### config.mk
export PLATFORM = sky130hd
export DESIGN_NAME = maxpool_1d_stream
export DESIGN_NICKNAME = d
export VERILOG_FILES = /design/src/rtl/conv_pkg.sv /design/src/rtl/maxpool_win_ctl.sv /design/src/rtl/maxpool_1d_stream.sv
export SDC_FILE = /design/constraint.sdc
export NUM_CORES = 1
export LEC_CHECK = 0
export ABC_CLOCK_PERIOD_IN_PS = 4800
export BUFFER_PORTS_ARGS = -buffer_cell sky130_fd_sc_hd__buf_2
export CORE_ASPECT_RATIO = 0.8
export CORE_MARGIN = 2
export CORE_UTILIZATION = 59
export CTS_BUF_LIST = sky130_fd_sc_hd__clkbuf_4
export CTS_CLUSTER_SIZE = 10
export DETAILED_ROUTE_END_ITERATION = 6
export PLACE_DENSITY_LB_ADDON = 0.05
export SETUP_SLACK_MARGIN = 0.5
export SLEW_MARGIN = 20
export SYNTH_ARGS = -nofsm -noshare
export SYNTH_HDL_FRONTEND = slang
export SYNTH_SLANG_ARGS = --single-unit
### constraint.sdc
create_clock -name clk -period 4.8 [get_ports clk]
set_clock_uncertainty 0.15 [all_clocks]
set_input_delay 0.24 -clock clk [delete_from_list [all_inputs] [get_ports clk]]
set_output_delay 0.24 -clock clk [all_outputs]
set_load 0.02 [all_outputs]
### src/rtl/conv_pkg.sv
// Shared defaults and helpers for the convolution / pooling stream blocks.
package conv_pkg;

  localparam int DEF_WIDTH = 8;
  localparam int DEF_LENY  = 5;
  localparam int DEF_POOL  = 2;

  typedef logic signed [DEF_WIDTH-1:0] sample_t;

  // Counter width for a 0..n-1 range; a single-value range still gets one bit.
  function automatic int cnt_w(input int n);
    return (n > 1) ? $clog2(n) : 1;
  endfunction

  localparam int DEF_WIN_W = cnt_w(DEF_POOL);
  localparam int DEF_FRM_W = cnt_w(DEF_LENY);

endpackage

### src/rtl/maxpool_win_ctl.sv
// Window/frame position tracking and window-close decode for maxpool_1d_stream.
// MAXPOOL_PARTIAL_WIN_EN: when defined, the trailing short window of a frame emits a result.
module maxpool_win_ctl
  import conv_pkg::*;
#(
  parameter int LENY = DEF_LENY,
  parameter int POOL = DEF_POOL
) (
  input  logic clk,
  input  logic reset,
  input  logic accept,
  output logic win_first,
  output logic emit
);

  localparam int WIN_W = cnt_w(POOL);
  localparam int FRM_W = cnt_w(LENY);

  logic [WIN_W-1:0] win_cnt;
  logic [FRM_W-1:0] frm_cnt;
  logic             win_full;
  logic             frm_last;
  logic             win_close;

  assign win_full  = (win_cnt == WIN_W'(POOL - 1));
  assign frm_last  = (frm_cnt == FRM_W'(LENY - 1));
  assign win_first = (win_cnt == '0);
  assign win_close = win_full || frm_last;

`ifdef MAXPOOL_PARTIAL_WIN_EN
  assign emit = win_close;
`else
  // A short trailing window is consumed silently.
  assign emit = win_full;
`endif

  always_ff @(posedge clk) begin
    if (reset) begin
      win_cnt <= '0;
      frm_cnt <= '0;
    end else if (accept) begin
      win_cnt <= win_close ? '0 : win_cnt + 1'b1;
      frm_cnt <= frm_last  ? '0 : frm_cnt + 1'b1;
    end
  end

endmodule

### src/rtl/maxpool_1d_stream.sv
// Streaming 1-D signed max-pool (window POOL, stride POOL) over LENY-sample frames.
// MAXPOOL_PARTIAL_WIN_EN: when defined, the trailing partial window of each frame is emitted.
module maxpool_1d_stream
  import conv_pkg::*;
#(
  parameter int WIDTH = DEF_WIDTH,
  parameter int LENY  = DEF_LENY,
  parameter int POOL  = DEF_POOL
) (
  input  logic                    clk,
  input  logic                    reset,
  input  logic signed [WIDTH-1:0] s_data_in,
  input  logic                    s_valid,
  output logic                    s_ready,
  output logic signed [WIDTH-1:0] m_data_out,
  output logic                    m_valid,
  input  logic                    m_ready
);

  typedef logic signed [WIDTH-1:0] data_t;

  function automatic data_t smax(input data_t a, input data_t b);
    return (a > b) ? a : b;
  endfunction

  logic  accept;
  logic  win_first;
  logic  emit;
  data_t acc;
  data_t win_max;

  assign s_ready = !m_valid || m_ready;
  assign accept  = s_valid && s_ready;

  maxpool_win_ctl #(
    .LENY (LENY),
    .POOL (POOL)
  ) u_win_ctl (
    .clk       (clk),
    .reset     (reset),
    .accept    (accept),
    .win_first (win_first),
    .emit      (emit)
  );

  // The first sample of a window must not be compared against a stale acc.
  assign win_max = win_first ? s_data_in : smax(acc, s_data_in);

  // ---- stage boundary: running max and output register ----
  always_ff @(posedge clk) begin
    if (reset) begin
      acc        <= '0;
      m_data_out <= '0;
      m_valid    <= 1'b0;
    end else begin
      if (accept) begin
        acc <= win_max;
      end
      if (accept && emit) begin
        m_data_out <= win_max;
        m_valid    <= 1'b1;
      end else if (m_ready) begin
        m_valid <= 1'b0;
      end
    end
  end

endmodule

Word-level counts from Yosys, hierarchy flattened
Cells that the tools add are included.

Flip-flop bits (word level): 21. Bits of input ports: 12. Logic and storage cells: 21.

$add $sub $neg: 2. $lt $le $gt $ge: 1. Eq/ne operators: 1. Mux-type cells: 6. Reduce and logical (&&, ||, !) cells: 6.

Operators with widths (count): two-way mux 8 bit (2); > comparator 8 bit (1); adder 3 x 1 -> 3 bit, second input constant (1); equality test 3 bit, second input constant (1); two-way mux 1 bit (3); two-way mux 3 bit (1); logical AND 1 bit (2); logical OR 1 bit (2); nonzero test 2 bit (1); adder 1 bit, second input constant (1); zero test 1 bit (1).

Longest topological paths before layout
Word-level depth: 5. Depth in mapped cells: 8. Depth with buffers taken out: 7.

Cells and area by module
Synthesis repeated with hierarchy kept, for this count alone.

Cells, all modules: 135. Area, all modules: 1224.9 um^2.

By module, submodules not included: maxpool_1d_stream (times used 1, cells each 116, area an instance 1032.2 um^2, seq. area each 340.3 um^2); maxpool_win_ctl (times used 1, cells each 19, area an instance 192.7 um^2, seq. area each 80.1 um^2).

Worst setup path before layout
OpenSTA, ideal clock, no wires.

Path kind: register to register. Start point: register acc[5]. End point: register acc[0]. Setup time: 0.072 ns. Arrival time: 1.929 ns. Data required time: 4.578 ns. Setup slack: 2.649 ns. Cell stages (with the launch flop): 7. Buffers on the path: 0. Cell sequence: dfxtp_1 -> ha_1 -> a21o_1 -> a2111oi_4 -> nand3_2 -> a21oi_4 -> mux2i_1.

Longest elaborated chain between the ends: 3.

RTL lines: from (decl) (line maxpool_1d_stream.sv:29) `data_t acc;`; from (signal assigned) (line maxpool_1d_stream.sv:57) `acc <= win_max;`; > comparator 8 bit (line maxpool_1d_stream.sv:23) `return (a > b) ? a : b;`; two-way mux 8 bit (line maxpool_1d_stream.sv:23); two-way mux 8 bit (line maxpool_1d_stream.sv:47) `assign win_max = win_first ? s_data_in : smax(acc, s_data_in);`.

No other way between the ends. A chain may end at the register's enable or synchronous reset.

Worst setup path in the final report
Start point: register acc[5]. End point: register acc[6].

Same word-level chain as after synthesis.

==> metrics list <==
- For this block, the via count after detailed routing is 1029.
- Main combinational cell family by area after synthesis: simple AND/OR/NAND/NOR gates
- The HPWL after detailed placement is 1780 µm.
- Series of cell instances along the critical path: ha_1 -> a21o_1 -> a2111oi_4 -> nand3_2 -> a21oi_4 -> mux2i_1
- Starting density of the core: 62.7%
* Slowest Stage Delay on Critical Path: 0.41 ns
* Class of the most critical setup path: register to register
* Peak supply drop: 0.000244 V
- In the global route stage, overall resource usage came out at 24.3%.
- Launching element type of the critical path: register
* Place WS: 2.35 ns
- Number of buffers on the longest clock path: 2
- RSZ-0062 raised after global routing: false
- Area share of xor/xnor cells in the synthesized design: 0%
* Syn_nets: 157
* Count of placed standard cells in the final layout, fillers left out: 180
- The number of hold violations in the final report came to 0.
* End point of the critical path: acc[6]
- In this run the post-CTS setup repair buffer count came out at 0.
* Total instance count after detailed placement: 176
* Total of cells resized after clock tree synthesis: 0
* Startpoint of the worst register-to-register path: acc[5]
- Master cell of the clock root buffer: sky130_fd_sc_hd__clkbuf_4
* Fraction of final layout cells sized beyond drive strength 1: 18.6%
* Pin count of the biggest net entering global routing: 24
* Number of gates on the worst path with buffers counted: 6
- Measured in cells, the most critical reg-to-reg path has a length of 6.
- The congestion estimate from routability-driven global placement came to 0.839.
- In this run, post-CTS hold repair placed 0 buffers.
- Flip-flop and latch count after synthesis: 21
- Data arrives at the worst endpoint at 2.48 ns.
- Global routing finished with a remaining overflow of 0.
- Result of the run: completed
- Insertion delay to the later sink of the worst-skew pair: 0.30 ns
* Number of filler instances in the final layout: 153
- The setup check on the worst reg-to-reg path leaves a slack of 2.41 ns.
- Residual DRC: 0
* Worst-path cell with the longest stage delay: sky130_fd_sc_hd__a2111oi_4
- Smallest hold slack: 0.0550 ns
- Of all nets on the critical path, the largest fanout is 10.
- Top area cells in the synthesized netlist: sky130_fd_sc_hd__dfxtp_1, sky130_fd_sc_hd__ha_1, sky130_fd_sc_hd__nand2b_1
- Once detail routing completed, the nets flagged for antenna violations numbered 0.
- Worst relative slew slack: 33.1%
- Primary flip-flop cell chosen by synthesis mapping: sky130_fd_sc_hd__dfxtp_1
- Fin worst setup slack: 2.41 ns
- The final critical path takes up 49.9% of the cycle.
* Library cell occupying the most area in the post-synthesis netlist: sky130_fd_sc_hd__dfxtp_1
* Capture instance of the worst register-to-register path: acc[6]
* Multiplexer share of the synthesized area: 6.82%
- The number of global-route vias before repair is 920.
- Die Width: 53.9 µm
- Static timing analysis puts the maximum clock frequency at 418 MHz.
- Clock tree from TritonCTS: done
- Across the run, the number of max-cap violations was 0.
* Pwr dens: 274 mW/mm²
* Static Leakage: 0.583 nW
- In this run the standard cell core region covers 0.00187 mm².
- Sum of negative setup slack: 0 ns
* Clock sink total: 21
- Summing the areas of all and, or, nand and nor instances in the mapped netlist gives 25.2% of the synthesized area.
- The number of antenna diodes in the final layout is 0.
- After the last flow step, the layout net total stands at 179.
- For this block, the initial DRC count from the detailed router was 22.
- Clock-pin slew was measured on the worst setup and hold paths at 0.12 ns.
- Buffers on Ports: 21
* Per-cell routed wire length: 13.4 µm
- Gate family responsible for the most delay along the worst path: compound AO/OA/AOI/OAI gates
- CTS built an H-tree with a depth of 1.
* Post-synthesis instance total: 135
- Crit path time final: 2.39 ns
- The netlist uses 24 different library cells.
- Die Outline Area: 0.00237 mm²
- First-pass DRT Iterations: 4
* Post-synthesis share of cell area spent on full adders, half adders and majority gates: 10.6%
- The critical path starts at acc[5].
* Die Height: 43.9 µm
- For this run, the number of Yosys warnings is 0.
- Together, buffers and inverters on the worst path number 0.
- The path class of the tightest hold or removal check is primary input to register.
- Final count of negative-setup-slack endpoints: 0
- Worst Max-Slew Pin Slew: 1.00 ns
- Synthesized-area fraction occupied by ao, oa, aoi and oai cells: 16.3%
- Mean area per synthesized cell: 8.70 µm²
* Wire length reported by the detailed router: 2400 µm
- Top-level port count: 22
- The first global-routing pass estimated 4110 µm of wire.
- Type of element capturing the critical path: register
* Synthesized area: 0.00117 mm²
- The number of antenna violations at the first check in global routing was 0.
- The floorplan has 14 rows.
- At the worst endpoint, the required time is 4.89 ns.
- Top library cells by usage in the layout, fill and taps aside: sky130_fd_sc_hd__dfxtp_1, sky130_fd_sc_hd__buf_2, sky130_fd_sc_hd__nand2_1
* Final number of max-transition violations: 0
- Buffers inserted during clock tree synthesis total 3.
* Sequential area share after synthesis: 35.8%
- In the synthesized netlist the async set-or-reset flop fraction comes to 0%.
- Synth top area share: 35.8%
- Number of synthesized flops with an enable pin: 0
* Routed via count divided by cell count: 5.72
- The area growth from synthesis to layout is 12.7%.
## cell type report
type | count | area (µm²) | area share (%)
clock buffers | 4 | 30.0 | 2.27
inverters | 12 | 45.0 | 3.40
multi-input cells | 98 | 693 | 52.4
flip-flops and latches | 21 | 420 | 31.8
well taps | 24 | 30.0 | 2.27
repair buffers | 21 | 105 | 7.94
## through the flow
step                total power, mW  utilization, %  area, µm²
floorplan                     0.253               -       1170
global placement              0.272            69.0       1290
detailed placement            0.275            69.0       1290
CTS                           0.367            70.6       1320
global route                  0.384            70.6       1320
finish                        0.363            70.6       1320
## power breakdown
part	internal (mW)	switching (mW)	total, mW	leakage [nW]
combinational	0.0308	0.0470	0.0777	0.392
clock	0.0381	0.0541	0.0922	0.0184
sequential	0.185	0.00833	0.193	0.172
total	0.254	0.109	0.363	0.583
## cell families (layout without fill, tap and decap cells)
group,count (synthesis),after routing
AOI/OAI and AO/OA,24,24
adders and majority gates,10,10
buffers and inverters,16,37
and+or+nand+nor,56,56
muxes,8,8
DFF,21,21
## synthesized netlist by cell type (2+ instances only)
| library cell | n |
|---|---|
| sky130_fd_sc_hd__dfxtp_1 | 21 |
| sky130_fd_sc_hd__nand2_1 | 19 |
| sky130_fd_sc_hd__nand2b_1 | 17 |
| sky130_fd_sc_hd__inv_1 | 12 |
| sky130_fd_sc_hd__ha_1 | 10 |
| sky130_fd_sc_hd__nand4_1 | 10 |
| sky130_fd_sc_hd__o211ai_1 | 9 |
| sky130_fd_sc_hd__mux2i_1 | 8 |
| sky130_fd_sc_hd__a21oi_1 | 7 |
| sky130_fd_sc_hd__nor2_1 | 4 |
| sky130_fd_sc_hd__clkbuf_1 | 3 |
| sky130_fd_sc_hd__a211oi_1 | 2 |
| sky130_fd_sc_hd__and2_1 | 2 |
## state kept, by name, indices dropped and copies added, names as in the netlist
register	cells
m_valid	1
m_data_out	8
u_win_ctl.frm_cnt	3
acc	8
u_win_ctl.emit	1
## worst min path at each step
stage	startpoint	endpoint	slack [ns]	cells past startpoint
6_report	s_data_in[7]	acc[7]	0.06	3
4_1_cts	s_data_in[7]	acc[7]	0.04	3
3_3_place_gp	m_data_out[4]	m_data_out[4]	0.30	2
3_5_place_dp	m_data_out[1]	m_data_out[1]	0.31	2
2_1_floorplan	s_data_in[4]	acc[4]	0.24	2
5_1_grt	s_data_in[3]	m_data_out[3]	0.05	3
## routing by layer
layer / GRT usage [%] / share of wire, % / routed length [µm]
met4: 6.67 / 1.2 / 28
met5: 0 / 0 / 0
met2: 38.5 / 46 / 1110
met1: 31.8 / 47 / 1130
met3: 7.59 / 5.7 / 136
## tightest hold or removal path: stages
cell                       delay [ns]
sky130_fd_sc_hd__buf_2           0.11
sky130_fd_sc_hd__nand2b_1        0.06
sky130_fd_sc_hd__mux2i_1         0.06
(Power assumes the default switching activity.)
